## src/rtl/gpsreceiver2_pkg.sv

```systemverilog
// gpsreceiver2 capture path: shared encodings and defaults.
// Status flag indices match the CSR status register layout.
package gpsreceiver2_pkg;

    localparam int GPS_ADR_W   = 11;
    localparam int GPS_SYNC_TO = 4095;

    localparam int ST_OVF_BIT     = 0;
    localparam int ST_TIMEOUT_BIT = 1;
    localparam int ST_SYNCERR_BIT = 2;
    localparam int ST_W           = 3;

    typedef enum logic [2:0] {
        S_IDLE      = 3'd0,
        S_WAIT_SYNC = 3'd1,
        S_CAPTURE   = 3'd2,
        S_SWAP      = 3'd3,
        S_STALL     = 3'd4
    } cap_state_e;

endpackage

```

## src/rtl/gpsreceiver2_sync2.sv

```systemverilog
// Two-flop synchroniser with a third flop for edge detection.
// All flops clear on reset so release never produces an edge.
module gpsreceiver2_sync2 #(
    parameter int W = 1
) (
    input  logic         clk,
    input  logic         rst_n,
    input  logic [W-1:0] d,
    output logic [W-1:0] q,
    output logic [W-1:0] tgl
);

    logic [W-1:0] meta;
    logic [W-1:0] prev;

    always_ff @(posedge clk or negedge rst_n) begin
        if (!rst_n) begin
            meta <= '0;
            q    <= '0;
            prev <= '0;
        end else begin
            meta <= d;
            q    <= meta;
            prev <= q;
        end
    end

    assign tgl = q ^ prev;

endmodule

```

## src/rtl/gpsreceiver2_capture_ctl.sv

```systemverilog
// gpsreceiver2 capture sequencer: arm/sync wait, ping-pong bank
// write addressing, bank full bookkeeping and sticky status.
module gpsreceiver2_capture_ctl
    import gpsreceiver2_pkg::*;
#(
    parameter int ADR_W   = GPS_ADR_W,
    parameter int SYNC_TO = GPS_SYNC_TO
) (
    input  logic             gps_rec_clk,
    input  logic             gps_rec_rst_n,
    input  logic             csr_arm,
    input  logic             csr_cont,
    input  logic [ADR_W:0]   csr_len,
    input  logic [1:0]       csr_ack,
    input  logic             rx_sync,
    input  logic             rx_byte_vld,
    output logic             rx_en,
    output logic             wr_we,
    output logic             wr_bank,
    output logic [ADR_W-1:0] wr_adr,
    output logic [1:0]       bank_full,
    output logic [ADR_W:0]   bank_len0,
    output logic [ADR_W:0]   bank_len1,
    output logic             st_ovf,
    output logic             st_timeout,
    output logic             st_syncerr,
    output logic [15:0]      drop_cnt,
    output logic             busy
);

    localparam int LW = ADR_W + 1;
    localparam int TW = $clog2(SYNC_TO + 1);
    localparam logic [LW-1:0] DEPTH = {1'b1, {ADR_W{1'b0}}};

    logic       arm_q, arm_tgl, cont_q;
    logic [1:0] ack_tgl;
    logic       unused_cont_tgl;
    logic [1:0] unused_ack_q;

    gpsreceiver2_sync2 #(.W(1)) u_arm (
        .clk(gps_rec_clk), .rst_n(gps_rec_rst_n),
        .d(csr_arm), .q(arm_q), .tgl(arm_tgl)
    );
    gpsreceiver2_sync2 #(.W(1)) u_cont (
        .clk(gps_rec_clk), .rst_n(gps_rec_rst_n),
        .d(csr_cont), .q(cont_q), .tgl(unused_cont_tgl)
    );
    gpsreceiver2_sync2 #(.W(2)) u_ack (
        .clk(gps_rec_clk), .rst_n(gps_rec_rst_n),
        .d(csr_ack), .q(unused_ack_q), .tgl(ack_tgl)
    );

    logic arm_rise, arm_fall;
    assign arm_rise = arm_tgl & arm_q;
    assign arm_fall = arm_tgl & ~arm_q;

    cap_state_e    state_q, state_d;
    logic [LW-1:0] count_q, count_d;
    logic [TW-1:0] timer_q, timer_d;
    logic          sync_lo_q, sync_lo_d;
    logic          bank_q, bank_d;
    logic [1:0]    full_q, full_d, set_full;
    logic [LW-1:0] len0_q, len0_d, len1_q, len1_d, set_len;
    logic [ST_W-1:0] st_q, st_d;
    logic [15:0]   drop_q, drop_d;
    logic          drop_inc;
    logic [LW-1:0] eff_len;

    // Out-of-range lengths fall back to a full bank.
    assign eff_len = (csr_len == '0 || csr_len > DEPTH) ? DEPTH : csr_len;

    always_ff @(posedge gps_rec_clk or negedge gps_rec_rst_n) begin
        if (!gps_rec_rst_n) begin
            state_q   <= S_IDLE;
            count_q   <= '0;
            timer_q   <= '0;
            sync_lo_q <= 1'b0;
            bank_q    <= 1'b0;
            full_q    <= '0;
            len0_q    <= '0;
            len1_q    <= '0;
            st_q      <= '0;
            drop_q    <= '0;
        end else begin
            state_q   <= state_d;
            count_q   <= count_d;
            timer_q   <= timer_d;
            sync_lo_q <= sync_lo_d;
            bank_q    <= bank_d;
            full_q    <= full_d;
            len0_q    <= len0_d;
            len1_q    <= len1_d;
            st_q      <= st_d;
            drop_q    <= drop_d;
        end
    end

    always_comb begin
        state_d   = state_q;
        count_d   = count_q;
        timer_d   = timer_q;
        sync_lo_d = sync_lo_q;
        bank_d    = bank_q;
        st_d      = st_q;
        drop_d    = drop_q;
        set_full  = '0;
        set_len   = count_q;
        drop_inc  = 1'b0;
        rx_en     = 1'b0;
        wr_we     = 1'b0;
        unique case (state_q)
            S_IDLE: begin
                if (arm_rise && full_q != 2'b11) begin
                    state_d = S_WAIT_SYNC;
                    st_d    = '0;
                    drop_d  = '0;
                    count_d = '0;
                    timer_d = '0;
                    bank_d  = full_q[0];
                end
            end
            S_WAIT_SYNC: begin
                sync_lo_d = 1'b0;
                if (rx_sync) begin
                    state_d = S_CAPTURE;
                end else if (timer_q == TW'(SYNC_TO)) begin
                    st_d[ST_TIMEOUT_BIT] = 1'b1;
                    state_d = S_IDLE;
                end else begin
                    timer_d = timer_q + TW'(1);
                end
            end
            S_CAPTURE: begin
                rx_en     = 1'b1;
                wr_we     = rx_byte_vld;
                sync_lo_d = ~rx_sync;
                if (rx_byte_vld) count_d = count_q + LW'(1);
                if (!rx_sync && sync_lo_q) begin
                    st_d[ST_SYNCERR_BIT] = 1'b1;
                    state_d = S_IDLE;
                    if (count_d != '0) begin
                        set_full[bank_q] = 1'b1;
                        set_len = count_d;
                    end
                end else if (rx_byte_vld && count_q == eff_len - LW'(1)) begin
                    state_d = S_SWAP;
                end
            end
            S_SWAP: begin
                drop_inc         = rx_byte_vld;
                set_full[bank_q] = 1'b1;
                set_len          = eff_len;
                sync_lo_d        = 1'b0;
                if (!cont_q) begin
                    state_d = S_IDLE;
                end else if (!full_q[~bank_q]) begin
                    bank_d  = ~bank_q;
                    count_d = '0;
                    state_d = S_CAPTURE;
                end else begin
                    st_d[ST_OVF_BIT] = 1'b1;
                    state_d = S_STALL;
                end
            end
            S_STALL: begin
                rx_en     = 1'b1;
                drop_inc  = rx_byte_vld;
                sync_lo_d = 1'b0;
                if (!full_q[~bank_q]) begin
                    bank_d  = ~bank_q;
                    count_d = '0;
                    state_d = S_CAPTURE;
                end
            end
            default: state_d = S_IDLE;
        endcase
        // Abort drops the partial bank; status flags survive.
        if (arm_fall) begin
            state_d  = S_IDLE;
            set_full = '0;
        end
        if (drop_inc && drop_q != 16'hFFFF) drop_d = drop_q + 16'd1;
        full_d = (full_q & ~ack_tgl) | set_full;
        len0_d = set_full[0] ? set_len : len0_q;
        len1_d = set_full[1] ? set_len : len1_q;
    end

    assign wr_bank    = bank_q;
    assign wr_adr     = count_q[ADR_W-1:0];
    assign bank_full  = full_q;
    assign bank_len0  = len0_q;
    assign bank_len1  = len1_q;
    assign st_ovf     = st_q[ST_OVF_BIT];
    assign st_timeout = st_q[ST_TIMEOUT_BIT];
    assign st_syncerr = st_q[ST_SYNCERR_BIT];
    assign drop_cnt   = drop_q;
    assign busy       = (state_q != S_IDLE);

endmodule

```

## config.mk

```make
export PLATFORM = sky130hd
export DESIGN_NAME = gpsreceiver2_capture_ctl
export DESIGN_NICKNAME = d
export VERILOG_FILES = /design/src/rtl/gpsreceiver2_pkg.sv /design/src/rtl/gpsreceiver2_sync2.sv /design/src/rtl/gpsreceiver2_capture_ctl.sv
export SDC_FILE = /design/constraint.sdc
export NUM_CORES = 1
export LEC_CHECK = 0
export CAP_MARGIN = 0
export CORE_ASPECT_RATIO = 1.25
export CORE_MARGIN = 8
export CORE_UTILIZATION = 55
export CTS_BUF_LIST = sky130_fd_sc_hd__clkbuf_8 sky130_fd_sc_hd__clkbuf_16
export CTS_CLUSTER_SIZE = 25
export DETAILED_ROUTE_END_ITERATION = 7
export PLACE_DENSITY = 0.86
export SYNTH_ARGS = -nofsm -noshare
export SYNTH_HDL_FRONTEND = slang
export SYNTH_SLANG_ARGS = --single-unit
```

## constraint.sdc

```tcl
create_clock -name gps_rec_clk -period 3.1 [get_ports gps_rec_clk]
set_clock_uncertainty 0.1 [all_clocks]
set_input_delay 0.62 -clock gps_rec_clk [delete_from_list [all_inputs] [get_ports gps_rec_clk]]
set_output_delay 0.62 -clock gps_rec_clk [all_outputs]
set_load 0.05 [all_outputs]
```

==> results.yml <==
outcome:
  status: "completed"
timing:
  min_period_over_period_pct: 94.11
  finalHoldViolCount: 0
  setup_tns_ns: 0
  holdWs_ns: 0.2508
  tightest_slew_ns: 1.065
  timing.fmax_mhz: 342.8
  period_needed_ns: 2.917
  finalSetupViolCount: 0
  maxSlewViolCount: 0
  rsz0062_at_grt: "false"
  slew_headroom_pct: 28.98
floorplanning:
  die_y_um: 125.7
  die_w_um: 103.8
  placement_rows: 40
  ioPinCount: 80
  dieArea_mm2: 0.01304
  start_util_pct: 55.68
  core_mm2: 0.009509
yosys:
  syn_avg_cell_area_um2: 9.322
  syn_area_mm2: 0.005295
  ys_ff_latch: 85
  synth_edf_count: 0
  ys_types: 75
  synth_ff_type: "dfrtp_1"
  synth_nets: 592
  yosysSeqAreaShare_pct: 40.17
  yosysWarningCount: 0
  async_flop_share_pct: 100.0
  synth_cells: 568
critical_path:
  critical_path.max_fanout: 7
  crit_path_top_delay_cell: "clkdlybuf4s50_1"
  crit_path_max_incr_delay_ns: 0.55
  crit_type: "input pin to register"
  ff2ff_setup_slack_ns: 0.29
  crit_end: "bank_len0[0]$_DFFE_PN0P_"
  cp.arrival_ns: 3.10
  r2r_cells: 8
  start_kind: "input pin"
  crit_chain: "clkdlybuf4s50_1, and4_1, a211o_1, a2111oi_4, a31oi_1, o21ai_0, buf_4, mux2_4"
  r2r_start: "count_q[0]$_DFFE_PN0P_"
  required_ns: 3.28
  startpoint: "rx_byte_vld"
  r2r_end: "bank_len0[0]$_DFFE_PN0P_"
  cp-end-kind: "register"
drt:
  ant_nets: 0
  drc: 0
  via_per_inst: 6.386
  wl_um: 15760
  drt-pass1-iter-count: 6
  vias: 5013
  drt-initial-drc-count: 394
  post_drt_wl_per_cell_um: 20.07
clock_tree:
  path_clk_slew_ns: 0.06
  cts.hold.buffers_added: 0
  cts_buffers: 9
  cts-root-buf: "clkbuf_16"
  cts_setup_buffers: 0
  cts_max_level: 3
  cts_resized: 0
  cts_tree: "built"
  clock_tree.buffer_depth: 2
  cts_sinks: 85
  clock_latency_ns: 0.34
grt:
  grt_pass1_wl_um: 26210
  grt.busiest_layer: "met2"
  grt_overflow: 0
  grt_pass1_vias: 5035
  grt_util_met2_pct: 42.32
  grt_util_met1_pct: 27.84
  antenna_found_initial: 0
  grt_use_met3_pct: 5.816
  grt_usage_pct: 24.41
  grt_start_max_net_pins: 86
placed_design:
  hpwl_um: 11070
  io_buffers: 79
  globalplace.congestion: 0.9557
power_and_ir_drop:
  powerDensity_mw_per_mm2: 618.0
  power.leakage_uw: 0.002807
  peakVddDrop_v: 0.0005460
worst_hold_path:
  hold_path.class: "register to register"
cells_and_area:
  final_nets: 678
  synthToLayoutAreaGrowth_pct: 26.30
  final_common_cell: "dfrtp_1"
  final_cell_mix: "85 x dfrtp_1, 77 x clkdlybuf4s50_1, 53 x nand2_1"
  n_antenna_cell: 0
  drive_above_1_share_pct: 15.48
job:
  drv_cap: 0
[flip-flops by register name, indices dropped and copies added (netlist names)]
register / count
bank_len1: 12
u_cont.q: 1
sync_lo_q: 1
timer_q: 12
bank_len0: 12
bank_full: 2
u_cont.meta: 1
u_ack.prev: 2
state_q: 3
wr_bank: 1
u_arm.meta: 1
u_arm.q: 1
count_q: 12
st_q: 3
u_arm.prev: 1
u_ack.q: 2
drop_cnt: 16
u_ack.meta: 2
[stage by stage]
stage	instances	power [uW]	util, %	setup WS, ns	instance area (um2)
2_1_floorplan	568	2318	-	0.3807	5295
3_3_place_gp	769	2803	66.62	-0.005884	6335
3_5_place_dp	769	2844	66.62	-0.05445	6335
4_1_cts	785	4128	70.33	0.2683	6688
5_1_grt	785	4305	70.33	0.006650	6688
6_report	785	4133	70.33	0.1825	6688
[cells in the mapped netlist, types with 4 or more instances]
master	count	area, um2
a21oi_1	27	135.1
nor2b_1	8	50.05
clkbuf_1	14	52.55
nand3_1	19	95.09
mux2_4	18	270.3
nand2_1	53	198.9
or4_1	8	60.06
and2_1	10	62.56
nor3_1	13	65.06
and3_1	4	25.02
xor2_1	9	78.83
and4_1	8	70.07
xnor2_1	16	140.1
nand4_1	13	81.33
ha_1	4	50.05
o21ai_0	47	235.2
nor2_1	38	142.6
a31oi_1	11	68.82
nor4_1	10	62.56
nand2b_1	7	43.79
buf_4	15	112.6
buf_2	14	70.07
inv_1	11	41.29
o31ai_1	15	112.6
o41ai_1	4	35.03
nand3b_1	4	30.03
or3_1	6	37.54
dfrtp_1	85	2127
a22o_1	4	35.03
[where the power goes]
| group | total [uW] | internal (uW) | leakage, uW | switching, uW |
|---|---|---|---|---|
| Clock | 1280 | 802 | 0.000173 | 482 |
| Combinational | 1490 | 535 | 0.00149 | 957 |
| Sequential | 1360 | 1240 | 0.00114 | 118 |
[cells by family (layout without fill, tap and decap cells)]
family	Yosys count	after routing	share of synthesized area, %
xor gates and xnor gates	26	26	4.442
adders and majority gates	4	4	0.9452
and+or+nand+nor	221	221	23.06
muxes	21	21	5.718
buffers and inverters	61	152	6.191
DFF	85	85	40.17
AOI/OAI and AO/OA	150	150	19.47
[final cells by class]
cell class,count,area [um2]
tap,126,157.7
timing repair buffer,125,1169
fill,715,2821
clock inverter,7,127.6
sequential,85,2127
multi-input combinational,422,2840
inverter,11,41.29
clock buffer,9,225.2
[how the worst min path moves through the flow]
stage                                 start                endpoint  cells past startpoint
floorplan                     gps_rec_rst_n  bank_full[0]$_DFF_PN0_                      0
global placement       u_arm.meta$_DFF_PN0_       u_arm.q$_DFF_PN0_                      0
detailed placement  u_ack.meta[0]$_DFF_PN0_    u_ack.q[0]$_DFF_PN0_                      0
CTS                 u_ack.meta[0]$_DFF_PN0_    u_ack.q[0]$_DFF_PN0_                      0
global route        u_ack.meta[0]$_DFF_PN0_    u_ack.q[0]$_DFF_PN0_                      0
finish                u_cont.meta$_DFF_PN0_      u_cont.q$_DFF_PN0_                      0
[per-layer routing]
metal / share of wire [%] / routed length, um
met1: 39 / 6079
met2: 52 / 8117
met3: 6.6 / 1038
met4: 3.3 / 520
met5: 0 / 0
[worst max-delay path, delay by kind of cell]
kind	cells	cell delay [ns]
and+or+nand+nor	1	0.28
buffers and inverters	2	0.74
AOI/OAI and AO/OA	4	1.30
muxes	1	0.14
Note: power is estimated with default switching activity, not from simulation.
